File: config.mk
export PLATFORM = sky130hd
export DESIGN_NAME = adc_peak_detector
export DESIGN_NICKNAME = d
export VERILOG_FILES = /design/src/rtl/ising_config.sv /design/src/rtl/config_reg.sv /design/src/rtl/lane_max_tree.sv /design/src/rtl/adc_peak_detector.sv
export SDC_FILE = /design/constraint.sdc
export NUM_CORES = 1
export LEC_CHECK = 0
export ABC_AREA = 1
export CORE_MARGIN = 2
export CORE_UTILIZATION = 30
export DETAILED_ROUTE_END_ITERATION = 10
export PLACE_DENSITY = 0.6
export SYNTH_ARGS = -nofsm -noshare
export SYNTH_HDL_FRONTEND = slang
export SYNTH_HIERARCHICAL = 1
export SYNTH_SLANG_ARGS = --single-unit
File: constraint.sdc
create_clock -name clk -period 2.6 [get_ports clk]
set_clock_uncertainty 0.2 [all_clocks]
set_input_delay 0.39 -clock clk [delete_from_list [all_inputs] [get_ports clk]]
set_output_delay 0.39 -clock clk [all_outputs]
set_load 0.02 [all_outputs]
File: src/rtl/ising_config.sv
// Shared definitions for the ising front-end blocks: peak detector states,
// sample geometry and the GPIO config-bus field layout.
package ising_config;

   localparam int PD_NUM_REGS = 3;
   localparam int PD_SAMPLE_W = 16;
   localparam int GPIO_ADDR_W = 15;

   typedef enum logic [1:0] {
      ARMED   = 2'd0,
      WINDOW  = 2'd1,
      HOLDOFF = 2'd2
   } pd_state_t;

   // Signed max; on a tie the current value is kept.
   function automatic logic signed [PD_SAMPLE_W-1:0] pd_smax(
      input logic signed [PD_SAMPLE_W-1:0] cur,
      input logic signed [PD_SAMPLE_W-1:0] cand
   );
      return (cand > cur) ? cand : cur;
   endfunction

endpackage

File: src/rtl/config_reg.sv
// 16-bit config register on the shared GPIO bus.
// Bus word: [31] write strobe, [30:16] register address, [15:0] data.
module config_reg
   import ising_config::*;
#(
   parameter int unsigned ADDR = 0
)(
   input  logic                   clk,
   input  logic                   rst,
   input  logic [31:0]            gpio_in,
   output logic [PD_SAMPLE_W-1:0] value
);

   localparam logic [GPIO_ADDR_W-1:0] ADDR_F = GPIO_ADDR_W'(ADDR);

   logic                   hit_s;
   logic [PD_SAMPLE_W-1:0] value_r;

   assign hit_s = gpio_in[31] && (gpio_in[30:16] == ADDR_F);
   assign value = value_r;

   // Capture the data field when our address is strobed.
   always_ff @(posedge clk or negedge rst) begin
      if (!rst) begin
         value_r <= '0;
      end else if (hit_s) begin
         value_r <= gpio_in[PD_SAMPLE_W-1:0];
      end else begin
         value_r <= value_r;
      end
   end

endmodule

File: src/rtl/lane_max_tree.sv
// Combinational signed max over all lanes of a beat, built as a binary
// comparator tree in heap order (node 1 is the root, leaves at lanes..2*lanes-1).
module lane_max_tree
   import ising_config::*;
#(
   parameter int lanes = 8
)(
   input  logic        [PD_SAMPLE_W*lanes-1:0] data,
   output logic signed [PD_SAMPLE_W-1:0]       max_val
);

   logic signed [PD_SAMPLE_W-1:0] node_s [1:2*lanes-1];

   // Load leaves, then reduce pairwise toward the root.
   always_comb begin
      for (int i = 0; i < lanes; i++) begin
         node_s[lanes+i] = data[i*PD_SAMPLE_W +: PD_SAMPLE_W];
      end
      for (int i = lanes - 1; i >= 1; i--) begin
         node_s[i] = pd_smax(node_s[2*i], node_s[2*i+1]);
      end
      max_val = node_s[1];
   end

endmodule

File: src/rtl/adc_peak_detector.sv
// Threshold-triggered peak detector on a multi-lane ADC stream: opens a
// window on a threshold crossing, emits the window maximum, then holds off.
module adc_peak_detector
   import ising_config::*;
#(
   parameter int unsigned start_addr = 0,
   parameter int          lanes      = 8
)(
   input  logic                         clk,
   input  logic                         rst,
   input  logic [31:0]                  gpio_in,
   input  logic [PD_SAMPLE_W*lanes-1:0] s_data,
   input  logic                         s_valid,
   output logic [PD_SAMPLE_W-1:0]       peak_out,
   output logic                         peak_out_valid,
   output logic                         busy
);

   logic        [PD_SAMPLE_W-1:0] cfg_s [PD_NUM_REGS];
   logic signed [PD_SAMPLE_W-1:0] threshold_s;
   logic        [PD_SAMPLE_W-1:0] window_len_s;
   logic        [PD_SAMPLE_W-1:0] holdoff_len_s;

   for (genvar r = 0; r < PD_NUM_REGS; r++) begin : g_cfg
      config_reg #(.ADDR(start_addr + r)) u_cfg (
         .clk     (clk),
         .rst     (rst),
         .gpio_in (gpio_in),
         .value   (cfg_s[r])
      );
   end

   assign threshold_s   = signed'(cfg_s[0]);
   assign window_len_s  = cfg_s[1];
   assign holdoff_len_s = cfg_s[2];

   logic signed [PD_SAMPLE_W-1:0] tree_max_s;
   logic                          hit_s;

   lane_max_tree #(.lanes(lanes)) u_tree (
      .data    (s_data),
      .max_val (tree_max_s)
   );

   // Any lane strictly above threshold.
   always_comb begin
      hit_s = 1'b0;
      for (int i = 0; i < lanes; i++) begin
         if ($signed(s_data[i*PD_SAMPLE_W +: PD_SAMPLE_W]) > threshold_s) begin
            hit_s = 1'b1;
         end else begin
            hit_s = hit_s;
         end
      end
   end

   logic signed [PD_SAMPLE_W-1:0] beat_max_r;
   logic                          beat_hit_r;
   logic                          s1_valid_r;

   // Stage 1: beat summary registered on valid beats only.
   always_ff @(posedge clk or negedge rst) begin
      if (!rst) begin
         beat_max_r <= '0;
         beat_hit_r <= 1'b0;
         s1_valid_r <= 1'b0;
      end else begin
         s1_valid_r <= s_valid;
         if (s_valid) begin
            beat_max_r <= tree_max_s;
            beat_hit_r <= hit_s;
         end else begin
            beat_max_r <= beat_max_r;
            beat_hit_r <= beat_hit_r;
         end
      end
   end

   pd_state_t                     state_r,    state_n;
   logic signed [PD_SAMPLE_W-1:0] run_max_r,  run_max_n;
   logic        [PD_SAMPLE_W-1:0] win_left_r, win_left_n;
   logic        [PD_SAMPLE_W-1:0] hold_len_r, hold_len_n;
   logic        [PD_SAMPLE_W-1:0] hold_cnt_r, hold_cnt_n;
   logic signed [PD_SAMPLE_W-1:0] peak_r,     peak_n;
   logic                          peak_vld_r, peak_vld_n;
   logic        [PD_SAMPLE_W-1:0] wl_init_s;

   // A zero window length behaves as a single-beat window.
   assign wl_init_s = (window_len_s == 16'd0) ? 16'd0 : (window_len_s - 16'd1);

   // FSM next-state and datapath; everything stalls while s1_valid_r is low.
   always_comb begin
      state_n    = state_r;
      run_max_n  = run_max_r;
      win_left_n = win_left_r;
      hold_len_n = hold_len_r;
      hold_cnt_n = hold_cnt_r;
      peak_n     = peak_r;
      peak_vld_n = 1'b0;
      if (s1_valid_r) begin
         case (state_r)
            ARMED: begin
               if (beat_hit_r) begin
                  run_max_n  = beat_max_r;
                  win_left_n = wl_init_s;
                  hold_len_n = holdoff_len_s;
                  if (wl_init_s == 16'd0) begin
                     peak_n     = beat_max_r;
                     peak_vld_n = 1'b1;
                     hold_cnt_n = holdoff_len_s;
                     state_n    = (holdoff_len_s == 16'd0) ? ARMED : HOLDOFF;
                  end else begin
                     state_n = WINDOW;
                  end
               end else begin
                  state_n = ARMED;
               end
            end
            WINDOW: begin
               run_max_n  = pd_smax(run_max_r, beat_max_r);
               win_left_n = win_left_r - 16'd1;
               if (win_left_r == 16'd1) begin
                  peak_n     = run_max_n;
                  peak_vld_n = 1'b1;
                  hold_cnt_n = hold_len_r;
                  state_n    = (hold_len_r == 16'd0) ? ARMED : HOLDOFF;
               end else begin
                  state_n = WINDOW;
               end
            end
            HOLDOFF: begin
               hold_cnt_n = hold_cnt_r - 16'd1;
               if (hold_cnt_r <= 16'd1) begin
                  state_n = ARMED;
               end else begin
                  state_n = HOLDOFF;
               end
            end
            default: begin
               state_n = ARMED;
            end
         endcase
      end else begin
         state_n = state_r;
      end
   end

   // FSM and output registers.
   always_ff @(posedge clk or negedge rst) begin
      if (!rst) begin
         state_r    <= ARMED;
         run_max_r  <= '0;
         win_left_r <= '0;
         hold_len_r <= '0;
         hold_cnt_r <= '0;
         peak_r     <= '0;
         peak_vld_r <= 1'b0;
      end else begin
         state_r    <= state_n;
         run_max_r  <= run_max_n;
         win_left_r <= win_left_n;
         hold_len_r <= hold_len_n;
         hold_cnt_r <= hold_cnt_n;
         peak_r     <= peak_n;
         peak_vld_r <= peak_vld_n;
      end
   end

   assign peak_out       = peak_r;
   assign peak_out_valid = peak_vld_r;
   assign busy           = (state_r != ARMED);

endmodule

==> results of run 1 <==
[state kept, by name (all words and copies together) (netlist names)]
name               cells
win_left_r            16
beat_hit_r             1
state_r                2
beat_max_r            16
peak_out_valid         1
hold_cnt_r            16
hold_len_r            16
peak_out              16
g_cfg.u_cfg/value     48
s1_valid_r             1
run_max_r             16
[kinds of logic (layout without fill, tap and decap cells)]
group / after synthesis / count (layout)
AOI/OAI and AO/OA: 345 / 345
muxes: 15 / 15
xor gates and xnor gates: 9 / 9
buffers and inverters: 383 / 1103
DFF: 149 / 149
adders and majority gates: 263 / 263
and+or+nand+nor: 1226 / 1232
[layout by cell type, fill, tap and decap left out, types with 23 or more instances in the layout]
| cell type | Yosys | final |
|---|---|---|
| o21ai_4 | 0 | 23 |
| ha_4 | 0 | 55 |
| nand2_2 | 11 | 57 |
| buf_4 | 1 | 518 |
| clkdlybuf4s50_1 | 0 | 75 |
| nand3_2 | 11 | 46 |
| buf_12 | 0 | 25 |
| dlygate4sd2_1 | 0 | 40 |
| nand3_1 | 200 | 154 |
| nand2_1 | 682 | 626 |
| o21ai_0 | 152 | 97 |
| buf_6 | 14 | 28 |
| a21oi_1 | 134 | 113 |
| inv_2 | 3 | 44 |
| ha_1 | 263 | 207 |
| nand4_1 | 78 | 78 |
| nor2_1 | 152 | 136 |
| inv_1 | 314 | 263 |
| dfrtp_1 | 149 | 146 |
[routing by layer]
metal	share of wire, %	routed length (um)
met3	4.3	2726
met2	48	30200
met4	3.4	2165
met1	44	27780
met5	0	0
[cells in the mapped netlist (7+ instances only)]
master    instances  area [um^2]
nand2_2          11        68.82
nor4_1           12        75.07
xor2_1            7        61.31
nand4_1          78        488.0
nor2_2            8        50.05
o21bai_1          7        52.55
nand3_1         200         1001
buf_6            14        157.7
nor2_1          152        570.6
dfrtp_1         149         3729
nand2_1         682         2560
and2_1           15        93.84
a22oi_1          13        97.59
nand2_4           8        90.09
clkbuf_1         35        131.4
nor2_4            7        78.83
ha_1            263         3291
nor3_1           22        110.1
mux2_2           15        168.9
a21oi_1         134        670.6
nand3_2          11        110.1
inv_1           314         1179
o21ai_0         152        760.7
buf_2            12        60.06
[power by group through the flow]
stage	clock [W]	combinational [W]	sequential, W
CTS	0.00248	0.0117	0.00343
global route	0.00259	0.0143	0.00352
floorplan	0	0.00614	0.00347
detailed placement	0	0.0101	0.00347
finish	0.00242	0.0130	0.00344
global placement	0	0.00995	0.00344
[stage by stage]
step	util (%)	setup slack (ps)	hold slack (ps)
floorplan	-	-2784	-105.6
global placement	41.64	-4135	168.3
detailed placement	41.64	-4221	177.8
CTS	46.22	-2887	273.4
global route	48.27	-3296	298.6
finish	48.27	-3126	262.6
[worst min-delay path by stage]
stage                                               from  slack (ps)  depth (start not counted)                                    to
finish                                               rst         260                          2             hold_cnt_r[1]$_DFFE_PN0P_
floorplan                                            rst        -110                          0                beat_hit_r$_DFFE_PN0P_
global placement                                     rst         170                          1             hold_cnt_r[0]$_DFFE_PN0P_
detailed placement                                   rst         180                          1             hold_cnt_r[0]$_DFFE_PN0P_
global route        g_cfg[0].u_cfg/value[12]$_DFFE_PN0P_         300                          2  g_cfg[0].u_cfg/value[12]$_DFFE_PN0P_
CTS                                                  rst         270                          2             hold_cnt_r[0]$_DFFE_PN0P_
[timing repair]
item | CTS | global route
gates cloned | 14 | 6
gates resized for setup | 413 | 264
pin swaps | 113 | 88
setup endpoints to repair | 18 | 51
buffers inserted | 84 | 27
hold endpoints to repair | 49 | 0
hold buffers | 1 | 0
[layout make-up]
cell class	instances	area (um^2)	share of cell area [%]
Clock buffer	17	425.4	1.641
Clock inverter	15	147.6	0.5694
Inverter	318	1241	4.787
Multi-Input combinational cell	1864	12970	50.02
Sequential cell	149	3732	14.40
Tap cell	696	870.8	3.359
Timing Repair Buffer	752	6533	25.20
Timing Repair inverter	1	8.758	0.03378
==> reports/metrics.yaml, run 1 <==
timing:
  drv_slew: 0
  setup_viol_count_final: 16
  relSlewSlack_pct: 51.82
  period_needed_ps: 5726
  rsz0062_at_grt: "yes"
  hold_violations: 0
  tightest_slew_ps: 721.9
  fmax_ghz: 0.1747
  setup_tns_ps: -48560
  setup_ws_ps: -3126
  fin_crit_sh_pct: 220.2
detailed_routing:
  wl_um: 62870
  drcViolationCount: 0
  via_per_inst: 4.960
  drt-pass1-iter-count: 5
  routed-via-count: 18910
  ant_nets: 0
  wire_per_inst_um: 16.49
  drt-initial-drc-count: 1182
finish:
  fin_area_um2: 25930
  nFillCells: 5158
  num_antenna_cells: 0
  layout-drive-gt1-share_pct: 33.60
  num-nets-final: 3529
  syn2layout_area_growth_pct: 59.61
  stdcell_count: 3812
logic_synthesis:
  synth_top_family_by_area: "simple AND/OR/NAND/NOR gates"
  syn-mean-instance-area_um2: 6.797
  syn-instance-count: 2390
  synth_compound_area_share_pct: 11.60
  synth-edff-count: 0
  ys_types: 52
  yosysWarnings: 6
  synth_nets: 2816
  synthMuxAreaShare_pct: 1.040
  ys.flop_type: "dfrtp_1"
  synth-async-reset-ratio_pct: 100.0
  synthAdderAreaFrac_pct: 20.26
  synth_seq_cells: 149
  synth_xor_xnor_area_share_pct: 0.4852
  synthSimpleGateAreaFrac_pct: 34.05
  ys_seq_area_share_pct: 22.95
  syn_area_um2: 16240
grt:
  busiest_layer: "met2"
  antenna_found_initial: 0
  met1_usage_pct: 27.98
  track_usage_pct: 21.51
  grt_pass1_wl_um: 96790
  grt_max_degree: 56
  use_met2_pct: 36.75
  met3_usage_pct: 2.448
  overflow: 0
  grt_pass1_vias: 18780
setup_path:
  arrival_ps: 5840
  path_depth: 34
  startpoint: "s_data[59]"
  crit_end: "beat_max_r[5]$_DFFE_PN0P_"
  reg2regPathDepth: 16
  rr_startpoint: "g_cfg[1].u_cfg/value[1]$_DFFE_PN0P_"
  crit_fanout: 8
  required_ps: 2710
  rr_endpoint: "peak_out[7]$_DFFE_PN0P_"
  cp_top_family: "simple AND/OR/NAND/NOR gates"
  rrSetupSlack_ps: 50
  cp_slowest_cell: "a2111oi_4"
  worst_setup_path_start_kind: "input port"
  worst-setup-path-type: "input port to flop"
  cp-end-kind: "flop"
  cpPeakStageDelay_ps: 440
  path_buf_inv: 7
min_path:
  hold_path_class: "input port to async pin"
floorplanning:
  die_area_um2: 56020
  die_x_um: 236.7
  start_util_pct: 30.25
  coreArea_um2: 53710
  boundaryPins: 181
  rows: 85
  die_h_um: 236.7
pwr:
  p_clk_share_pct: 12.8
  net-switching-power_w: 0.008592
  total_power_w: 0.01885
  pwr-share-seq_pct: 18.2
  sw_frac_of_total_pct: 45.58
  comb_power_share_pct: 68.9
  p_int_w: 0.01026
  total_leakage_power_nw: 13.43
  vdd_ir_drop_max_v: 0.0006329
  p_per_area_nw_per_um2: 727.1
clocking:
  numCtsBuffers: 17
  cts_tree: "done"
  ctsRootBufferMaster: "clkbuf_16"
  clock_sink_count: 149
  clk_transition_reported_paths_ps: 70
  clock_latency_ps: 430
  clockBufferDepth: 2
  htree_num_levels: 4
placed_design:
  placed_cell_area_um2: 22370
  place_inst: 3652
  hpwl_um: 48560
  routabilityCongestion: 0.9555
  portBuffers: 180
outcome:
  violations: "setup timing"
  status: "finished, violations left"
run:
  maxCapViolCount: 0
(Power assumes the default switching activity.)
==> run 2, diff against run 1 <==
--- a/config.mk
+++ b/config.mk
@@ -6,10 +6,12 @@
 export NUM_CORES = 1
 export LEC_CHECK = 0
 export ABC_AREA = 1
+export CELL_PAD_IN_SITES_DETAIL_PLACEMENT = 1
+export CELL_PAD_IN_SITES_GLOBAL_PLACEMENT = 2
 export CORE_MARGIN = 2
 export CORE_UTILIZATION = 30
 export DETAILED_ROUTE_END_ITERATION = 10
-export PLACE_DENSITY = 0.6
+export PLACE_DENSITY = 0.89
 export SYNTH_ARGS = -nofsm -noshare
 export SYNTH_HDL_FRONTEND = slang
 export SYNTH_HIERARCHICAL = 1
==> run 2 against run 1 <==
Compared with the run above:
- the run still ends with setup timing left
- flip-flop and latch count unchanged
- clock power up 5%
- register-to-register slack got worse by 70 ps
- global-route usage up 3.0 points
- sequential share of layout area rose by 0.11 points
- wire length increased by 23%
- critical endpoint unchanged
- largest power group unchanged
- highest routed layer unchanged
- largest cell class unchanged
- final cell count down 0.34%
- worst setup slack got worse by 210 ps
==> reports/metrics.yaml, run 2 (synthesis gave the netlist of run 1 again) <==
grt:
  antenna_found_initial: 0  # unchanged
  grt_pass1_vias: 20810  # +11%
  grt_max_degree: 54  # -3.6%
  overflow: 0  # unchanged
  track_usage_pct: 24.49  # +3.0 points
  grt_pass1_wl_um: 110100  # +14%
detailed_routing:
  drcViolationCount: 0  # unchanged
  wire_per_inst_um: 20.41  # +24%
  ant_nets: 0  # unchanged
  wl_met2_um: 39000  # +29%
  drt-pass1-iter-count: 5  # unchanged
  drt-initial-drc-count: 1148  # -2.9%
  routed-via-count: 19820  # +4.8%
  met1_length_um: 32280  # +16%
  dr.max_layer_used: "met4"
  wl_um: 77540  # +23%
  via_per_inst: 5.218  # +5.2%
  met3WireLength_um: 2845  # +4.4%
clocking:
  ctsRootBufferMaster: "clkbuf_16"
  clock_sink_count: 149  # unchanged
  clock_latency_ps: 440  # about the same
  clk_transition_reported_paths_ps: 60  # about the same
  clockBufferDepth: 2  # unchanged
  numCtsBuffers: 17  # unchanged
  htree_num_levels: 4  # unchanged
  cts_tree: "done"
floorplanning:
  die_area_um2: 56020  # unchanged
  die_x_um: 236.7  # unchanged
  coreArea_um2: 53710  # unchanged
  die_h_um: 236.7  # unchanged
  boundaryPins: 181  # unchanged
  rows: 85  # unchanged
  start_util_pct: 30.25  # unchanged
finish:
  layout_commonest_cell: "nand2_1"
  num_antenna_cells: 0  # unchanged
  mostFrequentLayoutCells: "614 x nand2_1, 511 x buf_4, 257 x inv_1"
  num-nets-final: 3516  # -0.37%
  fin_area_um2: 25780  # -0.58%
  layout-drive-gt1-share_pct: 34.06  # +0.46 points
  syn2layout_area_growth_pct: 58.68
  largest_reg_flops: 48  # unchanged
timing:
  hold_ws_ps: 280.2  # +17.59 ps
  drv_slew: 0  # unchanged
  setup_ws_ps: -3333  # -207.7 ps
  fin_crit_sh_pct: 228.2  # +8.0 points
  setup_tns_ps: -52720  # -4166 ps
  relSlewSlack_pct: 50.25  # -1.6 points
  setup_viol_count_final: 26  # +10
  fmax_ghz: 0.1685  # -3.5%
  period_needed_ps: 5933  # +207.7 ps
  rsz0062_at_grt: "yes"
  hold_violations: 0  # unchanged
  tightest_slew_ps: 745.4  # +23.50 ps
setup_path:
  rr_startpoint: "g_cfg[1].u_cfg/value[11]$_DFFE_PN0P_"
  required_ps: 2720  # about the same
  reg2regPathDepth: 15  # -1
  cp_slowest_cell: "ha_1"
  crit_fanout: 8  # unchanged
  rrSetupSlack_ps: -20  # -70 ps
  worst-setup-path-type: "input port to flop"
  crit_path_frequent_cell: "nand2_1"
  worst_setup_path_start_kind: "input port"
  cp-end-kind: "flop"
  cpPeakStageDelay_ps: 330  # -110 ps
  rr_endpoint: "peak_out[5]$_DFFE_PN0P_"
  arrival_ps: 6060  # +220 ps
placed_design:
  routabilityCongestion: 0.9733  # +1.9%
  hpwl_um: 56240  # +16%
  pre_cts_ws_ps: -4105  # +115.8 ps
  portBuffers: 180  # unchanged
  placed_cell_area_um2: 22480  # +0.49%
outcome:
  violations: "setup timing"
  status: "finished, violations left"
run:
  maxCapViolCount: 0  # unchanged
min_path:
  hold_depth: 2
  min_to: "peak_out[6]$_DFFE_PN0P_"
  hold_path_class: "flop to flop"
  min_from: "peak_out[6]$_DFFE_PN0P_"
pwr:
  vdd_ir_drop_max_v: 0.0005518  # -13%
  total_power_w: 0.01911  # +1.4%
  p_per_area_nw_per_um2: 741.4  # +2.0%
  total_leakage_power_nw: 13.81  # +2.9%
run 2: changes by cell type in the layout (fill, tap and decap cells not counted), sizes merged:
cell	delta
nand2	-1
clkbuf	+19
dlymetal6s2s	+61
buf	-18
inv	-10
dlygate4sd2	-38
clkdlybuf4s15	-10
clkdlybuf4s50	-25
clkinv	+6
clkinvlp	+1
bufinv	+2
run 2: how the worst max path moves through the flow:
stage	startpoint	to	slack (ps)	cells after the start
after CTS	s_data[40]	beat_max_r[6]$_DFFE_PN0P_	-3120	38
final	s_data[74]	beat_max_r[5]$_DFFE_PN0P_	-3330	34
after global routing	s_data[75]	beat_max_r[4]$_DFFE_PN0P_	-3470	34
after detailed placement	s_data[11]	beat_max_r[5]$_DFFE_PN0P_	-4100	36
after global placement	s_data[33]	beat_max_r[2]$_DFFE_PN0P_	-3900	38
after floorplan	s_data[11]	beat_max_r[10]$_DFFE_PN0P_	-2780	39
run 2: stage by stage:
stage	util (%)	instances
2_1_floorplan	-	2390
3_3_place_gp	41.85	3665
3_5_place_dp	41.85	3665
4_1_cts	44.46	3738
5_1_grt	47.99	3799
6_report	47.99	3799
run 2: final cells by class:
cell class	count	area, um^2
clock buffer	18	439.2
clock inverter	14	153.9
fill	6576	27930
inverter	318	1242
multi-input combinational	1863	12850
sequential	149	3739
tap	696	870.8
timing repair buffer	740	6474
timing repair inverter	1	8.758
run 2: critical path: cells and delay by family:
family	cells	cell delay, ps
and+or+nand+nor	16	2020
buffers and inverters	8	1220
AOI/OAI and AO/OA	6	1190
adders and majority gates	3	960
muxes	1	270
run 2: what timing repair did:
item	CTS	global route
endpoints found under the setup margin	36	71
pin swaps	41	153
hold endpoints to repair	49	0
buffers inserted	35	56
gates cloned	5	8
hold buffers	1	0
resized for setup	177	525
run 2: per-layer routing:
layer	GRT usage, %	up-vias
met5	0	-
met4	8.631	0
met3	2.250	207
met2	43.69	552
met1	30.74	9708
li1	-	9357
run 2: report_power, final:
part           switching [W]  internal (W)  total, W
registers           0.000517       0.00294   0.00346
clock network        0.00108       0.00144   0.00253
logic                0.00735       0.00577    0.0131
total                0.00895        0.0102    0.0191
